`src/rtl/hypercorex_pkg.sv`:
```
// hypercorex_pkg: shared types and constants for the hypercorex register-file datapath.
package hypercorex_pkg;

  localparam int BusWidthDefault = 32;

  typedef enum logic [1:0] {
    IDLE,
    FILL,
    WRITE,
    DONE
  } loader_state_t;

endpackage

```
`src/rtl/reg_file_loader.sv`:
```
// reg_file_loader: assembles bus beats into wide vectors and writes them to consecutive registers.
// Optional REG_FILE_LOADER_STATUS_EN adds loaded_cnt_o, a saturating count of issued writes.
module reg_file_loader
  import hypercorex_pkg::*;
#(
  parameter int DataWidth    = 512,
  parameter int BusWidth     = BusWidthDefault,
  parameter int NumRegs      = 4,
  parameter int NumRegsWidth = $clog2(NumRegs),
  parameter int NumBeats     = DataWidth / BusWidth
) (
  input  logic                    clk_i,
  input  logic                    rst_i,
  input  logic                    start_i,
  input  logic [NumRegsWidth-1:0] start_addr_i,
  input  logic [NumRegsWidth:0]   num_vecs_i,
  input  logic [BusWidth-1:0]     bus_data_i,
  input  logic                    bus_valid_i,
  output logic                    bus_ready_o,
  output logic [NumRegsWidth-1:0] wr_addr_o,
  output logic [DataWidth-1:0]    wr_data_o,
  output logic                    wr_en_o,
  output logic                    busy_o,
  output logic                    done_o
`ifdef REG_FILE_LOADER_STATUS_EN
  ,
  output logic [31:0]             loaded_cnt_o
`endif
);

  localparam int BeatWidth = (NumBeats > 1) ? $clog2(NumBeats) : 1;
  localparam logic [BeatWidth-1:0] LastBeat = BeatWidth'(NumBeats - 1);
  localparam logic [NumRegsWidth-1:0] LastAddr = NumRegsWidth'(NumRegs - 1);

  loader_state_t           state_q;
  logic [BeatWidth-1:0]    beat_q;
  logic [NumRegsWidth:0]   vec_q;
  logic [NumRegsWidth-1:0] addr_q;
  logic [DataWidth-1:0]    buf_q;
  logic [DataWidth-1:0]    buf_nxt;

  always_comb begin
    buf_nxt = buf_q;
    buf_nxt[beat_q*BusWidth +: BusWidth] = bus_data_i;
  end

  assign bus_ready_o = state_q == FILL;
  assign wr_en_o     = state_q == WRITE;
  assign done_o      = state_q == DONE;
  assign busy_o      = state_q != IDLE;

  // The write port registers are loaded on the last beat so they hold between writes.
  always_ff @(posedge clk_i or posedge rst_i) begin
    if (rst_i) begin
      state_q   <= IDLE;
      beat_q    <= '0;
      vec_q     <= '0;
      addr_q    <= '0;
      buf_q     <= '0;
      wr_addr_o <= '0;
      wr_data_o <= '0;
    end else begin
      case (state_q)
        IDLE: if (start_i) begin
          addr_q  <= start_addr_i;
          vec_q   <= num_vecs_i;
          beat_q  <= '0;
          state_q <= (num_vecs_i == '0) ? DONE : FILL;
        end
        FILL: if (bus_valid_i) begin
          buf_q <= buf_nxt;
          if (beat_q == LastBeat) begin
            beat_q    <= '0;
            wr_data_o <= buf_nxt;
            wr_addr_o <= addr_q;
            state_q   <= WRITE;
          end else begin
            beat_q <= beat_q + 1'b1;
          end
        end
        WRITE: begin
          addr_q  <= (addr_q == LastAddr) ? '0 : addr_q + 1'b1;
          vec_q   <= vec_q - 1'b1;
          state_q <= (vec_q == 1) ? DONE : FILL;
        end
        default: state_q <= IDLE;
      endcase
    end
  end

`ifdef REG_FILE_LOADER_STATUS_EN
  always_ff @(posedge clk_i or posedge rst_i) begin
    if (rst_i) loaded_cnt_o <= '0;
    else if (wr_en_o && loaded_cnt_o != '1) loaded_cnt_o <= loaded_cnt_o + 1'b1;
  end
`endif

endmodule

```
`config.mk`:
```
export PLATFORM = sky130hd
export DESIGN_NAME = reg_file_loader
export DESIGN_NICKNAME = d
export VERILOG_FILES = /design/src/rtl/hypercorex_pkg.sv /design/src/rtl/reg_file_loader.sv
export SDC_FILE = /design/constraint.sdc
export NUM_CORES = 2
export LEC_CHECK = 0
export CAP_MARGIN = 20
export CORE_ASPECT_RATIO = 1.2
export CORE_MARGIN = 3
export CORE_UTILIZATION = 60
export DETAILED_ROUTE_END_ITERATION = 10
export PLACE_DENSITY = 0.86
export SYNTH_ARGS = -nofsm -noshare
export SYNTH_HDL_FRONTEND = slang
export SYNTH_SLANG_ARGS = --single-unit
```
`constraint.sdc`:
```
create_clock -name clk_i -period 55.3 [get_ports clk_i]
set_clock_uncertainty 0.05 [all_clocks]
set_input_delay 5.53 -clock clk_i [delete_from_list [all_inputs] [get_ports clk_i]]
set_output_delay 5.53 -clock clk_i [all_outputs]
set_load 0.05 [all_outputs]
```
-- After elaboration in Yosys (flattened, before gate mapping)
Cells that the tools add are included.
Widths: inputs -> output; s select.
- bits in registers: 1037
- logic and storage cells: 48
- output and inout bits: 518
- mux-type cells: 16
- reductions and logical operators: 10
- shift operators: 2
- eq/ne operators: 9
- add/sub/neg operators: 4
- operators by type and width (operator ; count):
    $bwmux 512 ; 1
    $shift 32x34->512 const A ; 1
    $shiftx 32x34->512 ; 1
    $neg 9->34 ; 1
    $mux 2 ; 7
    $mux 4 ; 3
    $reduce_and 3->1 ; 3
    $pmux 4 s2 ; 1
    $eq 2x2->1 const B ; 3
    $pmux 2 s3 ; 1
    $pmux 3 s2 ; 1
    $reduce_bool 2->1 ; 3
    $add 4x1->4 const B ; 1
    $eq 4x4->1 const B ; 1
    $ne 2x2->1 const B ; 2
    $pmux 2 s2 ; 1
    $reduce_and 2->1 ; 2
    $eq 3x1->1 const B ; 1
    $logic_not 3->1 ; 1
    $mux 3 ; 1
    $sub 3x1->3 const B ; 1
    $add 2x1->2 const B ; 1
    $eq 2x1->1 const B ; 1
    $logic_not 2->1 ; 1
    $ne 2x1->1 const B ; 1

-- Logic depth before layout (Yosys ltp)
- word-level depth: 4
- mapped depth: 12

-- Worst setup path after synthesis
Ideal clock, no wire load.
- path kind: input to register
- start: input bus_valid_i
- end: register wr_data_o[64]
- path slack: 48.133 ns
- setup time: 0.076 ns
- arrival: 7.040 ns
- stages: 8
- cells stage by stage: nand3b_2 > or2_2 > clkbuf_1 > clkbuf_1 > clkbuf_1 > clkbuf_1 > nand2_1 > o21ai_1
- cells in the longest elaborated chain, start to end: 1
- ends and longest elaborated chain (element ; RTL line ; text):
    start, declared ; reg_file_loader.sv:18 ; input logic bus_valid_i,
    $reduce_and 3->1 (no line) ; n/a ;
    end signal, assigned ; reg_file_loader.sv:74 ; wr_data_o <= buf_nxt;
    end, declared ; reg_file_loader.sv:21 ; output logic [DataWidth-1:0] wr_data_o,
No other way between the ends.
A chain may end at the register's enable or synchronous reset.

-- Worst setup path in the final report
- start: input bus_valid_i
- end: register wr_data_o[139]
Same word-level chain as after synthesis.

==> summary by stage <==
Final layout
The final net count is 4,336. In the final layout, the share of cells above drive strength 1 is between 10% and 20%. The number of fill cells in the layout is approximately 4.7k. The growth of design area from synthesis to finish is 21.22%.

STA
The number of failing hold endpoints at the final stage is 0. Setup repair after global routing left no endpoint under its margin. On the final layout, the worst hold slack is 0.4226 ns. For the final routed database, the setup TNS stands at 0 ns. The minimum clock period after layout is around 9.0 ns. The number of max-slew violations in the final report is 0.

Based on the critical path, the design can be clocked at up to 111.7 MHz. Headroom to the max-slew limit came out at 18.32%. The final clock period utilization by the worst path is between 10% and 20%. For the pin with the worst max-slew slack, the measured transition is 1.225 ns. The count of final setup violators is 0.

Routing
After detailed routing, the number of vias per cell comes to 6.292. The detailed router put a total of 50,120 um of wire on met1. Wire segments on met3 add up to 14,210 um in the final route. The final layout contains routed wiring with a total length of 138,800 um. The routed via count is 33.84k.

After detailed routing, the met2 layer carries 65,910 um of wire. In this run the remaining antenna-violating nets after routing total 0. The uppermost metal layer occupied by signal nets is met5. The final routed DRC violation total is 0. The number of design-rule violations left by the first detailed-router iteration is ~3.6k. In the final routed layout, each cell accounts on average for around 26 um. The first detailed-routing pass ran for 6 iterations.

Yosys
Of all cell types, the one taking the most synthesized area is sky130_fd_sc_hd__dfrtp_1. The fraction of registers with async set or reset after synthesis is 100.0%. By area the synthesized netlist is led by sky130_fd_sc_hd__dfrtp_1, sky130_fd_sc_hd__mux2_2, sky130_fd_sc_hd__mux2i_1, sky130_fd_sc_hd__nand2_1, sky130_fd_sc_hd__o21ai_0. The synthesis-stage register bit count is 1,037. The cell count after synthesis came out at about 3.9k. The post-synthesis sequential area ratio is between 50% and 60%. When the netlist entered floorplanning its net count stood at around 4k.

The area of the mapped netlist is ~0.045 mm^2. Counting flops with a built-in enable in the synthesized netlist gives 0. After synthesis, the netlist uses 61 different library cells. Among all cell types in the netlist, the one instantiated most often is sky130_fd_sc_hd__dfrtp_1. The main flop type after synthesis is sky130_fd_sc_hd__dfrtp_1. The number of warnings issued by yosys is 0. The average cell area after synthesis is ~12 um^2. The portion of synthesized cell area occupied by the leading cell type is about 58%. After synthesis, the most frequently instantiated cells are sky130_fd_sc_hd__dfrtp_1, sky130_fd_sc_hd__nand2_1, sky130_fd_sc_hd__mux2_2, sky130_fd_sc_hd__o21ai_0, sky130_fd_sc_hd__mux2i_1.

Outcome
The run finished with clean final reports.

Global routing
The initial antenna violation count is 20. The maximum number of pins on one net before global-route repair is 313. Global routing consumed, over all layers together, between 30% and 40% of the routing resources.

The via count of the first global-routing pass was 33.94k. The leftover overflow at the end of global routing is 0. The first global-routing pass estimated 209,000 um of wire.

Placement
The half-perimeter wire length after detailed placement is about 86,000 um. The congestion estimate from routability-driven global placement came to about 0.85. The count of input and output buffers is 558.

Worst setup path
Among all stages on the critical path, the largest delay is contributed by sky130_fd_sc_hd__buf_12. The worst setup path is captured at a flip-flop. STA classifies the critical path startpoint as an input port. At the worst endpoint, the arrival time is around 9.4 ns. The data required time at the worst endpoint is 55.72 ns. In this run the number of cells on the critical path is 6. The most frequent cell on the critical path is sky130_fd_sc_hd__buf_12. By startpoint and endpoint, the worst setup path is classified as input port to flip-flop. In this design, the stage delay of the slowest critical-path cell is between 0.8 and 0.9 ns.

The number of buffers and inverters on the critical path is 3. The critical path goes through clkdlybuf4s50_1, nand3b_2, or2_4, buf_12, buf_12, o21ai_0. The worst reg-to-reg path cell count is 8. On the critical path the largest part of the delay comes from buffers and inverters. The maximum fanout along the worst path is approximately 310.

Setup slack on the worst reg-to-reg path comes out at about 50 ns.

Clock network
TritonCTS built the clock tree. The root cell of the clock tree is sky130_fd_sc_hd__clkbuf_16. The number of hold buffers added after CTS was 0. The H-tree was split into 3 levels. The CTS buffer count is 97. The buffer levels on the longest clock path is 3. The number of clock sinks is 1,037. Once the clock tree was built, the setup fixing pass inserted 0 buffers. The clock latency at the later pin of the worst-skew pair is approximately 0.66 ns.

Clock-pin slew was measured on the worst setup and hold paths at roughly 0.060 ns. After clock tree synthesis, the repair step resized 0 gates.

Die
In this run the vertical extent of the chip is approximately 310 um. The number of placement rows is ~110. The initial cell density of the core is between 60% and 70%. The area inside the core boundary is roughly 0.074 mm^2.

The overall die area is slightly below 0.08 mm^2. The I/O pin count is about 560. The floorplan step set the die width to 256.3 um.

Flow run
Across the run, the number of max-cap violations was 0.

Worst hold path
The hold path depth is 2. In this run the worst hold path is classified as flip-flop to flip-flop.

Power and ir drop
The power density over the cells is ~48 mW/mm^2. The analysis attributes to cell leakage a power of about 25 nW. VDD sags by at most approximately 0.05 mV.
-- registers in the layout, summed over array words and instances, names as in the netlist --
name / cells
vec_q: 3
beat_q: 4
state_q: 2
buf_q: 512
wr_data_o: 512
addr_q: 2
wr_addr_o: 2
-- worst register-to-register path: stages, from the launching register on --
cell	delay, ns
sky130_fd_sc_hd__dfrtp_2	0.35
sky130_fd_sc_hd__buf_4	0.54
sky130_fd_sc_hd__inv_1	0.66
sky130_fd_sc_hd__ha_2	0.55
sky130_fd_sc_hd__buf_4	0.50
sky130_fd_sc_hd__nand2_1	0.30
sky130_fd_sc_hd__a2111oi_4	0.56
sky130_fd_sc_hd__nand3_2	0.88
sky130_fd_sc_hd__mux2_2	0.66
-- logic make-up (layout without fill, tap and decap cells) --
| family | count (synthesis) | in the layout | synth area share, % |
|---|---|---|---|
| AO/OA/AOI/OAI | 613 | 613 | 7.906 |
| flip-flops | 1037 | 1037 | 57.53 |
| other | 0 | 14 | 0 |
| buffers and inverters | 356 | 844 | 3.565 |
| multiplexers | 858 | 858 | 20.63 |
| AND/OR/NAND/NOR | 1005 | 1005 | 10.15 |
| XOR/XNOR | 2 | 2 | 0.05549 |
| adder cells (fa/ha/maj) | 6 | 6 | 0.1664 |
-- cell type report --
| type | count | area, um^2 | share of cell area, % |
|---|---|---|---|
| inverter | 30 | 120.1 | 0.2197 |
| timing repair buffer | 639 | 6264 | 11.46 |
| antenna | 14 | 35.03 | 0.06408 |
| tap | 999 | 1250 | 2.286 |
| clock buffer | 130 | 2774 | 5.073 |
| clock inverter | 45 | 578.1 | 1.057 |
| multi-input combinational | 2484 | 17700 | 32.38 |
| sequential | 1037 | 25950 | 47.46 |
-- through the flow --
step	area, um^2	total power [mW]	setup slack (ns)	cells	util (%)
floorplan	45100	1.637	20.53	3877	-
global placement	51230	1.876	45.66	5186	69.18
detailed placement	51270	1.915	45.62	5188	69.23
CTS	54620	2.623	46.34	5363	73.76
global route	54640	2.736	45.87	5364	73.78
finish	54670	2.634	46.34	5378	73.83
-- placed cells by master (no fill, tap or decap), types with 4 or more instances in the layout --
cell / n
sky130_fd_sc_hd__a21oi_1: 9
sky130_fd_sc_hd__nand2_1: 540
sky130_fd_sc_hd__mux2_4: 26
sky130_fd_sc_hd__o21ai_0: 398
sky130_fd_sc_hd__o21ai_1: 47
sky130_fd_sc_hd__a2111oi_4: 6
sky130_fd_sc_hd__a21oi_4: 4
sky130_fd_sc_hd__nor3_4: 4
sky130_fd_sc_hd__nor3_1: 15
sky130_fd_sc_hd__bufinv_16: 11
sky130_fd_sc_hd__nand2_2: 5
sky130_fd_sc_hd__mux2_2: 463
sky130_fd_sc_hd__clkbuf_16: 99
sky130_fd_sc_hd__clkbuf_1: 13
sky130_fd_sc_hd__o211ai_1: 7
sky130_fd_sc_hd__clkinvlp_4: 4
sky130_fd_sc_hd__nor2_1: 118
sky130_fd_sc_hd__nand3_1: 94
sky130_fd_sc_hd__nand4_1: 6
sky130_fd_sc_hd__and3_1: 124
sky130_fd_sc_hd__a31oi_1: 90
sky130_fd_sc_hd__clkinv_2: 21
sky130_fd_sc_hd__buf_12: 6
sky130_fd_sc_hd__buf_4: 75
sky130_fd_sc_hd__nor3b_1: 8
sky130_fd_sc_hd__nand3_2: 4
sky130_fd_sc_hd__ha_1: 5
sky130_fd_sc_hd__a221o_1: 20
sky130_fd_sc_hd__clkdlybuf4s50_1: 557
sky130_fd_sc_hd__diode_2: 14
sky130_fd_sc_hd__mux2i_1: 365
sky130_fd_sc_hd__inv_1: 29
sky130_fd_sc_hd__nand2b_1: 13
sky130_fd_sc_hd__o221ai_1: 17
sky130_fd_sc_hd__dfrtp_1: 1036
sky130_fd_sc_hd__clkinv_4: 5
sky130_fd_sc_hd__and2_1: 38
sky130_fd_sc_hd__nor4_1: 6
sky130_fd_sc_hd__mux2_1: 4
sky130_fd_sc_hd__clkbuf_8: 18
-- layer usage --
| layer | up-vias | global-route usage (%) |
|---|---|---|
| met5 | - | 0 |
| met4 | 6 | 19.84 |
| li1 | 14360 | - |
| met1 | 17040 | 43.47 |
| met2 | 2019 | 56.38 |
| met3 | 425 | 8.360 |
-- final timing paths --
| path | endpoint | startpoint |
|---|---|---|
| max in group asynchronous | buf_q[363] | rst_i |
| min in group asynchronous | wr_data_o[400] | rst_i |
| min reg2reg | wr_data_o[2] | wr_data_o[2] |
| max reg2reg | buf_q[44] | beat_q[0] |
| max | wr_data_o[139] | bus_valid_i |
| min | wr_data_o[2] | wr_data_o[2] |
-- report_power, final --
group	internal (mW)	total (mW)	switching, mW
sequential	0.919	1.02	0.101
clock	0.406	0.706	0.300
combinational	0.323	0.908	0.585
total	1.65	2.63	0.986
(Power assumes the default switching activity.)
